--- config.mk ---
export PLATFORM = sky130hd
export DESIGN_NAME = cpu5_icache
export DESIGN_NICKNAME = d
export VERILOG_FILES = /design/src/rtl/cpu5_icache_pkg.sv /design/src/rtl/cpu5_icache_array.sv /design/src/rtl/cpu5_icache.sv
export SDC_FILE = /design/constraint.sdc
export NUM_CORES = 2
export LEC_CHECK = 0
export CORE_ASPECT_RATIO = 1.5
export CORE_MARGIN = 2
export CORE_UTILIZATION = 39
export DETAILED_ROUTE_END_ITERATION = 8
export GPL_ROUTABILITY_DRIVEN = 1
export PLACE_DENSITY = 0.62
export SLEW_MARGIN = 15
export SYNTH_ARGS = -nofsm -noshare
export SYNTH_HDL_FRONTEND = slang
export SYNTH_HIERARCHICAL = 1
export SYNTH_SLANG_ARGS = --single-unit
--- constraint.sdc ---
create_clock -name clk -period 12 [get_ports clk]
set_clock_uncertainty 0.15 [all_clocks]
set_input_delay 2.4 -clock clk [delete_from_list [all_inputs] [get_ports clk]]
set_output_delay 2.4 -clock clk [all_outputs]
set_load 0.02 [all_outputs]
--- src/rtl/cpu5_icache_pkg.sv ---
// Shared types and address-split width helpers for the CPU5 instruction cache.
`ifndef CPU5_XLEN
`define CPU5_XLEN 32
`endif

package cpu5_icache_pkg;

  typedef enum logic [1:0] {
    IDLE   = 2'd0,
    REFILL = 2'd1,
    RESP   = 2'd2
  } state_t;

  function automatic int unsigned off_w(input int unsigned xlen);
    return $clog2(xlen / 8);
  endfunction

  function automatic int unsigned wb_w(input int unsigned words);
    return $clog2(words);
  endfunction

  function automatic int unsigned ib_w(input int unsigned lines);
    return $clog2(lines);
  endfunction

  function automatic int unsigned tag_w(input int unsigned addr_w, input int unsigned xlen,
                                        input int unsigned lines, input int unsigned words);
    return addr_w - off_w(xlen) - wb_w(words) - ib_w(lines);
  endfunction

endpackage

--- src/rtl/cpu5_icache_array.sv ---
// Direct-mapped line storage: data words, tags and valid bits with a
// combinational read port, a word write port, a tag/valid set port and a global clear.
module cpu5_icache_array
  import cpu5_icache_pkg::*;
#(
  parameter  int unsigned XLEN  = 32,
  parameter  int unsigned LINES = 16,
  parameter  int unsigned WORDS = 4,
  parameter  int unsigned TAG_W = 24,
  localparam int unsigned IB    = ib_w(LINES),
  localparam int unsigned WB    = wb_w(WORDS)
) (
  input  logic             clk,
  input  logic             resetn,
  input  logic [IB-1:0]    rd_idx,
  input  logic [WB-1:0]    rd_wsel,
  output logic             rd_valid_c,
  output logic [TAG_W-1:0] rd_tag_c,
  output logic [XLEN-1:0]  rd_word_c,
  input  logic             wr_en,
  input  logic [IB-1:0]    wr_idx,
  input  logic [WB-1:0]    wr_wsel,
  input  logic [XLEN-1:0]  wr_data,
  input  logic             set_en,
  input  logic [IB-1:0]    set_idx,
  input  logic [TAG_W-1:0] set_tag,
  input  logic             clr
);

  logic [XLEN-1:0]  data_q [LINES][WORDS];
  logic [TAG_W-1:0] tag_q  [LINES];
  logic [LINES-1:0] valid_q;

  assign rd_valid_c = valid_q[rd_idx];
  assign rd_tag_c   = tag_q[rd_idx];
  assign rd_word_c  = data_q[rd_idx][rd_wsel];

  // Payload storage needs no reset: nothing is trusted until its valid bit is set.
  always_ff @(posedge clk) begin
    if (wr_en) data_q[wr_idx][wr_wsel] <= wr_data;
    if (set_en) tag_q[set_idx] <= set_tag;
  end

  always_ff @(posedge clk or negedge resetn) begin
    if (!resetn) begin
      valid_q <= '0;
    end else if (clr) begin
      valid_q <= '0;
    end else if (set_en) begin
      valid_q[set_idx] <= 1'b1;
    end
  end

endmodule

--- src/rtl/cpu5_icache.sv ---
// Direct-mapped read-only instruction cache: one-cycle hits, in-order full-line
// refill on a miss, and a flush that invalidates all lines (deferred while refilling).
`ifndef CPU5_XLEN
`define CPU5_XLEN 32
`endif

module cpu5_icache
  import cpu5_icache_pkg::*;
#(
  parameter int unsigned XLEN   = `CPU5_XLEN,
  parameter int unsigned ADDR_W = 32,
  parameter int unsigned LINES  = 16,
  parameter int unsigned WORDS  = 4
) (
  input  logic              clk,
  input  logic              resetn,
  input  logic              cpu_req,
  input  logic [ADDR_W-1:0] cpu_addr,
  output logic              cpu_ready,
  output logic              cpu_valid,
  output logic [XLEN-1:0]   cpu_rdata,
  input  logic              flush,
  output logic              mem_req,
  output logic [ADDR_W-1:0] mem_addr,
  input  logic              mem_ack,
  input  logic [XLEN-1:0]   mem_rdata
);

  localparam int unsigned OFF = off_w(XLEN);
  localparam int unsigned WB  = wb_w(WORDS);
  localparam int unsigned IB  = ib_w(LINES);
  localparam int unsigned TW  = tag_w(ADDR_W, XLEN, LINES, WORDS);
  localparam logic [WB-1:0]     LAST_BEAT = WB'(WORDS - 1);
  localparam logic [ADDR_W-1:0] LINE_MASK = {ADDR_W{1'b1}} << (OFF + WB);

  state_t            state_q, state_n;
  logic [WB-1:0]     beat_q, beat_n, beat_inc;
  logic              flush_pend_q, flush_pend_n;
  logic [ADDR_W-1:0] lat_addr_q, lat_addr_n;
  logic              cpu_valid_n, mem_req_n;
  logic [XLEN-1:0]   cpu_rdata_n;
  logic [ADDR_W-1:0] mem_addr_n, next_beat_addr;

  logic [TW-1:0]   cpu_tag, lat_tag, rd_tag_c;
  logic [IB-1:0]   cpu_idx, lat_idx, rd_idx;
  logic [WB-1:0]   cpu_wsel, lat_wsel, rd_wsel;
  logic            rd_valid_c, hit_c;
  logic [XLEN-1:0] rd_word_c;
  logic            wr_en, set_en, clr;

  assign cpu_tag  = cpu_addr[ADDR_W-1 -: TW];
  assign cpu_idx  = cpu_addr[OFF+WB +: IB];
  assign cpu_wsel = cpu_addr[OFF +: WB];
  assign lat_tag  = lat_addr_q[ADDR_W-1 -: TW];
  assign lat_idx  = lat_addr_q[OFF+WB +: IB];
  assign lat_wsel = lat_addr_q[OFF +: WB];

  // Lookup follows the incoming request in IDLE, the latched request otherwise.
  assign rd_idx  = (state_q == IDLE) ? cpu_idx  : lat_idx;
  assign rd_wsel = (state_q == IDLE) ? cpu_wsel : lat_wsel;
  assign hit_c   = rd_valid_c && (rd_tag_c == cpu_tag);

  assign beat_inc       = beat_q + WB'(1);
  assign next_beat_addr = (lat_addr_q & LINE_MASK) | (ADDR_W'(beat_inc) << OFF);

  cpu5_icache_array #(
    .XLEN  (XLEN),
    .LINES (LINES),
    .WORDS (WORDS),
    .TAG_W (TW)
  ) u_array (
    .clk        (clk),
    .resetn     (resetn),
    .rd_idx     (rd_idx),
    .rd_wsel    (rd_wsel),
    .rd_valid_c (rd_valid_c),
    .rd_tag_c   (rd_tag_c),
    .rd_word_c  (rd_word_c),
    .wr_en      (wr_en),
    .wr_idx     (lat_idx),
    .wr_wsel    (beat_q),
    .wr_data    (mem_rdata),
    .set_en     (set_en),
    .set_idx    (lat_idx),
    .set_tag    (lat_tag),
    .clr        (clr)
  );

  always_comb begin
    state_n      = state_q;
    beat_n       = beat_q;
    flush_pend_n = flush_pend_q;
    lat_addr_n   = lat_addr_q;
    cpu_valid_n  = 1'b0;
    cpu_rdata_n  = cpu_rdata;
    mem_req_n    = mem_req;
    mem_addr_n   = mem_addr;
    cpu_ready    = 1'b0;
    wr_en        = 1'b0;
    set_en       = 1'b0;
    clr          = 1'b0;

    case (state_q)
      IDLE: begin
        cpu_ready = !flush && !flush_pend_q;
        // A live or deferred flush takes the cycle; any request waits.
        if (flush || flush_pend_q) begin
          clr          = 1'b1;
          flush_pend_n = 1'b0;
        end else if (cpu_req) begin
          lat_addr_n = cpu_addr;
          if (hit_c) begin
            cpu_valid_n = 1'b1;
            cpu_rdata_n = rd_word_c;
          end else begin
            state_n    = REFILL;
            beat_n     = '0;
            mem_req_n  = 1'b1;
            mem_addr_n = cpu_addr & LINE_MASK;
          end
        end
      end

      REFILL: begin
        if (flush) flush_pend_n = 1'b1;
        if (mem_ack) begin
          wr_en  = 1'b1;
          beat_n = beat_inc;
          if (beat_q == LAST_BEAT) begin
            set_en    = 1'b1;
            mem_req_n = 1'b0;
            state_n   = RESP;
          end else begin
            mem_addr_n = next_beat_addr;
          end
        end
      end

      RESP: begin
        if (flush) flush_pend_n = 1'b1;
        cpu_valid_n = 1'b1;
        cpu_rdata_n = rd_word_c;
        state_n     = IDLE;
      end

      default: state_n = IDLE;
    endcase
  end

  always_ff @(posedge clk or negedge resetn) begin
    if (!resetn) begin
      state_q      <= IDLE;
      beat_q       <= '0;
      flush_pend_q <= 1'b0;
      lat_addr_q   <= '0;
      cpu_valid    <= 1'b0;
      cpu_rdata    <= '0;
      mem_req      <= 1'b0;
      mem_addr     <= '0;
    end else begin
      state_q      <= state_n;
      beat_q       <= beat_n;
      flush_pend_q <= flush_pend_n;
      lat_addr_q   <= lat_addr_n;
      cpu_valid    <= cpu_valid_n;
      cpu_rdata    <= cpu_rdata_n;
      mem_req      <= mem_req_n;
      mem_addr     <= mem_addr_n;
    end
  end

endmodule
======== Word-level counts from Yosys, hierarchy flattened ========
Memory sizes are Yosys's and may differ from the RTL's.
Cells that the tools add are included.
storage, ports and cells
  logic and storage cells ................. 115
  output and inout bits ................... 67
  bits in registers ....................... 119
  memories kept ........................... 2
  RAM bits ................................ 2432
  input bits .............................. 69
operators by class
  equal/unequal tests ..................... 13
  magnitude comparators ................... 6
  bitwise gates (word level) .............. 5
  muxes and demuxes ....................... 59
  add/subtract/negate cells ............... 1
  reduce and logical (&&, ||, !) cells .... 20
memories
  memory          words  bits a word  read ports  clocked after memory_dff  wr ports  RTL line                 source
  u_array.data_q  16     128          1           0                         1         cpu5_icache_array.sv:30  logic [XLEN-1:0] data_q [LINES][WORDS];
  u_array.tag_q   16     24           1           0                         1         cpu5_icache_array.sv:31  logic [TAG_W-1:0] tag_q [LINES];
operators with widths
  kind                                                                           number
  32-bit 2-to-1 mux                                                              11
  128-bit 2-to-1 mux                                                             1
  32-bit case mux with 2 select lines                                            2
  32-bit binary-select mux with 2-bit select                                     1
  32-bit demux with 2-bit select                                                 1
  16-bit 2-to-1 mux                                                              2
  32-bit by 4-bit OR with 32-bit output                                          1
  24-bit == test                                                                 1
  1-bit 2-to-1 mux                                                               23
  2-bit 2-to-1 mux                                                               10
  16-bit OR                                                                      1
  2-bit inequality test (second input constant)                                  7
  6-bit AND reduction                                                            2
  4-bit by 5-bit less-than comparator with 1-bit output (second input constant)  2
  5-bit AND reduction                                                            2
  2-bit case mux with 2 select lines                                             2
  2-bit nonzero test                                                             4
  3-bit >= comparator (second input constant)                                    2
  2-bit inverter with 3-bit output                                               2
  1-bit case mux with 2 select lines                                             3
  3-bit AND reduction                                                            2
  1-bit binary-select mux with 4-bit select                                      1
  1-bit demux with 4-bit select                                                  1
  2-bit == test (second input constant)                                          2
  13 further kinds                                                               18

======== Longest topological paths before layout ========
  depth in word-level cells ............... 10
  gate-level depth with buffers ........... 21
  mapped depth without buffers ............ 13

======== By module ========
Netlist, hierarchy kept.
by module, submodules not included
  module             sequential area each (sq um)  area each (sq um)  instances  cells an instance
  cpu5_icache_array  73430.4                       93150.6            1          3940
  cpu5_icache        2477.4                        4750.8             1          436

======== Least setup slack after synthesis ========
OpenSTA, ideal clock, no wires.
  path kind ............................... input port to flip-flop
  start point ............................. input port cpu_addr[5]
  end point ............................... register cpu_rdata[0]
  data required time ...................... 11725 ps
  path buffers ............................ 6
  library setup time ...................... 125 ps
  arrival time ............................ 6046 ps
  cell stages on the path ................. 15
  path slack .............................. 5679 ps
  path through ............................ nand2_1 o21ai_0 buf_4 buf_2 buf_2 clkbuf_1 mux4_2 mux4_2 xnor2_1 nand4_1 or4_1 buf_2 o41a_4 buf_6 mux2_4
between the ends
  elaborated cells between the ends (all ways) .. 16
  classes of those cells .................. eq/ne: 2; mux: 10; reduce/logical: 2; memory: 2
RTL lines
  what                             RTL line            source
  from (decl)                      cpu5_icache.sv:18   input logic [ADDR_W-1:0] cpu_addr,
  4-bit 2-to-1 mux                 cpu5_icache.sv:59   assign rd_idx = (state_q == IDLE) ? cpu_idx : lat_idx;
  named net rd_idx[1]              cpu5_icache.sv:45   logic [IB-1:0] cpu_idx, lat_idx, rd_idx;
  memory 16 x 24 bit               -
  named net rd_tag_c[12]           cpu5_icache.sv:44   logic [TW-1:0] cpu_tag, lat_tag, rd_tag_c;
  24-bit == test                   cpu5_icache.sv:61   assign hit_c = rd_valid_c && (rd_tag_c == cpu_tag);
  1-bit logical AND                cpu5_icache.sv:61
  2-bit inequality test (no line)  -
  4-bit AND reduction (no line)    -
  to (signal assigned)             cpu5_icache.sv:166  cpu_rdata <= cpu_rdata_n;
  to (decl)                        cpu5_icache.sv:21   output logic [XLEN-1:0] cpu_rdata,
The timed path passes the listed nets, and every way through them passes these cells. The select of a mux whose other input is x is not followed.
A chain may end at the register's enable or synchronous reset.

======== Worst setup path after layout ========
  start point ............................. input port cpu_addr[4]
  end point ............................... register cpu_rdata[26]
between the ends
  cells in the longest elaborated chain, start to end .. 9
  elaborated cells between the ends (all ways) .. 16
  classes of those cells .................. eq/ne: 2; mux: 10; reduce/logical: 2; memory: 2
ends and longest elaborated chain
  what                                                     RTL line                 source
  4-bit 2-to-1 mux *                                       cpu5_icache.sv:59
  named net rd_idx[0]                                      cpu5_icache.sv:45
  memory 16 x 128 bit *                                    -
  32-bit binary-select mux with 2-bit select *             cpu5_icache_array.sv:36  assign rd_word_c = data_q[rd_idx][rd_wsel];
  32-bit 2-to-1 mux (implied by the code) * (2 in series)  cpu5_icache_array.sv:36
  32-bit 2-to-1 mux                                        cpu5_icache.sv:112       if (hit_c) begin
  32-bit 2-to-1 mux                                        cpu5_icache.sv:110       end else if (cpu_req) begin
  32-bit 2-to-1 mux                                        cpu5_icache.sv:107       if (flush || flush_pend_q) begin
  32-bit case mux with 2 select lines *                    cpu5_icache.sv:103       case (state_q)
  named net cpu_rdata_n[26]                                cpu5_icache.sv:41        logic [XLEN-1:0] cpu_rdata_n;
Mark *: on every way through the listed nets, which the timed path passes. The rest lies on a longest branch. The select of a mux whose other input is x is not followed.

==> flow_metrics.py <==
metrics = {
    "synth": {
        "synth_top_cell_area_share": 0.746,
        "synth_xor_area_frac": 0.00215,
        "yosysWarnings": 6,
        "synth_top_family_by_area": "multiplexers",
        "yosysMostFrequentCell": "edfxtp_1",
        "synth_edf_count": 2432,
        "synth_common_cells": "2432 x edfxtp_1, 673 x mux4_2, 179 x nor2_1, 136 x nand2_1, 115 x dfrtp_1",
        "synth.avg_cell_area_um2": 22.4,
        "synth_compound_area_frac": 0.0230,
        "synth_fa_ha_area_frac": 0.000639,
        "synthTopCellsByArea": "edfxtp_1 75%, mux4_2 15%, dfrtp_1 2.9%",
        "syn_area_um2": 97900,
        "synth.distinct_cells": 55,
        "async_flop_share": 0.0452,
        "netlist_instances": 4376,
        "ys_ff_latch": 2547,
        "synth_top_cell_by_area": "edfxtp_1",
        "seq_area_frac_synth": 0.775,
        "synth_ff_type": "edfxtp_1",
        "synth-simple-area-share": 0.0182,
        "synth.area.mux_share": 0.165,
    },
    "final_layout": {
        "final_area_um2": 111000,
        "syn_to_final_growth_pct": 13.9,
        "postLayoutCoreUtil": 0.446,
        "nNetsFinal": 4725,
        "drive_above_1_share": 0.279,
        "stdcell_count": 8149,
        "fill_cells": 20900,
    },
    "clocking": {
        "numCtsBuffers": 231,
        "post_cts_buffers": 0,
        "numClockSinks": 2547,
        "max-clock-path-buffers": 3,
        "clock_latency_ns": 0.87,
        "cts_resized": 0,
        "clk_pin_slew_worst_paths_ns": 0.06,
        "htreeDepth": 4,
        "root_buffer": "clkbuf_16",
        "ctsHoldBuffers": 0,
        "cts_tree": "done",
    },
    "global_routing": {
        "grt_max_degree": 124,
        "track_usage": 0.194,
        "grt_pass1_wl_mm": 352,
        "grt-ovfl-total": 0,
        "antenna_found_initial": 20,
        "first_global_vias": 48000,
    },
    "floorplan": {
        "io_pins": 136,
        "die_w_um": 413,
        "core_area_um2": 250000,
        "initial_core_util": 0.392,
        "die_h_um": 618,
        "rows": 225,
        "fp.dieArea_um2": 255000,
    },
    "worst_setup_path": {
        "worst-r2r-setup-slack_ns": 5.36,
        "cp_slowest_stage_delay_ns": 0.83,
        "crit_required_ns": 12.61,
        "r2r-start": "lat_addr_q[4]",
        "crit_slowest_cell": "buf_4",
        "crit_type": "in2reg",
        "regToRegEndpoint": "cpu_rdata[26]",
        "crit_fanout": 95,
        "arrival_ns": 8.21,
        "worstSetupStartpoint": "cpu_addr[4]",
        "crit_top_cell": "buf_4",
        "path_cells": "clkdlybuf4s50_1, nand2_1, o21ai_4, buf_12, buf_4, buf_4, buf_4, mux4_2, nand2_1, a31oi_1, a21oi_1, nor2_1, mux2_4",
        "cp-end-kind": "register",
        "rr_worst_depth": 12,
        "cp-start-kind": "primary input",
        "path_delay_family": "buffers and inverters",
        "cp_num_buf_inv": 5,
    },
    "place": {
        "place_congestion": 0.855,
        "io_buffers": 131,
        "postPlaceCellArea_um2": 104000,
        "dp_cells": 7708,
        "post-dp-hpwl_mm": 134,
    },
    "route": {
        "vias": 46500,
        "drt_first_pass_iters": 8,
        "route.detailed.drc": 0,
        "dr.first_iter.drc_count": 5608,
        "vias_per_cell": 5.71,
        "postRouteAntennaNets": 0,
        "wirelength_mm": 249,
        "wl_per_cell_um": 30.5,
    },
    "sta": {
        "worst_pin_slew_ns": 1.24,
        "fmax_mhz": 132,
        "finalCritPeriodShare": 0.634,
        "maxSlewViolCount": 0,
        "max_slew_margin": 0.172,
        "setup_viol": 0,
        "hold_violations": 0,
        "rsz0062_at_grt": "no",
        "holdWs_ns": 0.350,
        "fin_tns_setup_ns": 0,
        "min_period_ns": 7.60,
    },
    "pwr": {
        "irDropWorstVdd_mv": 0.257,
        "leakage_nw": 34.6,
        "power_density_nw_per_um2": 221,
    },
    "flow_run": {
        "cap_viol_max_count": 0,
    },
    "outcome": {
        "status": "complete, no violations",
    },
    "min_path": {
        "hp-class": "reg2reg",
        "worstHoldStart": "u_array/valid_q[2]",
        "min_to": "u_array/valid_q[2]",
        "hold_depth": 2,
    },
}
where the power goes:
group,internal (mW),switching (mW)
Clock,4.18,3.27
Sequential,10.2,0.324
Combinational,2.77,3.98
Total,17.1,7.58
cells in the final DEF (no fill, tap or decap), types with 5 or more instances in the layout:
master	n
dfrtp_1	115
clkinvlp_4	5
clkbuf_8	13
buf_12	8
nand2b_1	11
clkdlybuf4s50_1	98
clkbuf_1	58
o22ai_1	92
o211ai_1	29
nand3b_1	8
nand2_1	136
or3b_2	7
clkinv_2	44
mux2_4	30
xnor2_1	24
ha_1	5
and2_1	7
nor2_4	77
nand3_1	11
buf_4	149
buf_2	25
nor2b_1	12
a211oi_1	11
nand4_1	7
o21ai_0	41
inv_1	67
a21oi_1	41
a31oi_1	31
edfxtp_1	2432
o221ai_1	58
nor2_1	101
a22oi_1	5
mux4_2	673
clkinv_1	35
or2_2	5
clkbuf_16	236
mux2_2	21
mux2i_1	27
diode_2	5
bufinv_16	22
metal layers:
| layer | routed length [um] | part of all wire | vias up | global-route usage |
|---|---|---|---|---|
| met4 | 9940 | 0.040 | 4 | 0.0736 |
| met1 | 95000 | 0.38 | 25300 | 0.249 |
| li1 | - | - | 19000 | - |
| met5 | 21 | 0.000084 | - | 0 |
| met3 | 17300 | 0.070 | 373 | 0.0329 |
| met2 | 126000 | 0.51 | 1844 | 0.329 |
worst max-delay path by stage:
stage,to,slack [ns],depth (start not counted)
5_1_grt,cpu_rdata[26],4.08,13
4_1_cts,cpu_rdata[26],4.53,13
3_3_place_gp,cpu_rdata[26],3.55,13
2_1_floorplan,cpu_rdata[0],5.68,15
3_5_place_dp,cpu_rdata[26],3.58,13
6_report,cpu_rdata[26],4.40,13
cells by family after synthesis:
| family | Yosys count |
|---|---|
| flops | 2547 |
| mux | 751 |
| simple gates | 407 |
| compound gates | 333 |
| buf+inv | 308 |
| xor+xnor | 24 |
| fa+ha+maj | 5 |
| other cells | 1 |
final cells by class:
type / instances / area [um^2] / area share
sequential: 2547 / 75900 / 0.681
multi-input combinational: 1522 / 21100 / 0.189
clock buffer: 307 / 6300 / 0.0565
tap: 3291 / 4120 / 0.0369
timing repair buffer: 282 / 2420 / 0.0217
clock inverter: 128 / 1390 / 0.0125
inverter: 67 / 251 / 0.00226
antenna: 5 / 12.5 / 0.000112
flip-flops by register name (all words and copies together) (netlist names), 2 cells and up:
register and count:
beat_q 2, cpu_rdata 32, lat_addr_q 30, mem_addr 30, state_q 2, u_array/data_q 2048, u_array/tag_q 384, u_array/valid_q 16
worst min-delay path, cell delays in order (launching register included):
cell and delay [ns]:
dfrtp_1 0.34, nor2_1 0.05, nor2_1 0.07
stage by stage:
stage          total power, mW  setup WS, ns
2_1_floorplan             14.9          5.68
3_3_place_gp              17.4          3.55
3_5_place_dp              17.5          3.58
4_1_cts                   24.9          4.53
5_1_grt                   25.5          4.08
6_report                  24.7          4.40
Note: power is estimated with default switching activity, not from simulation.
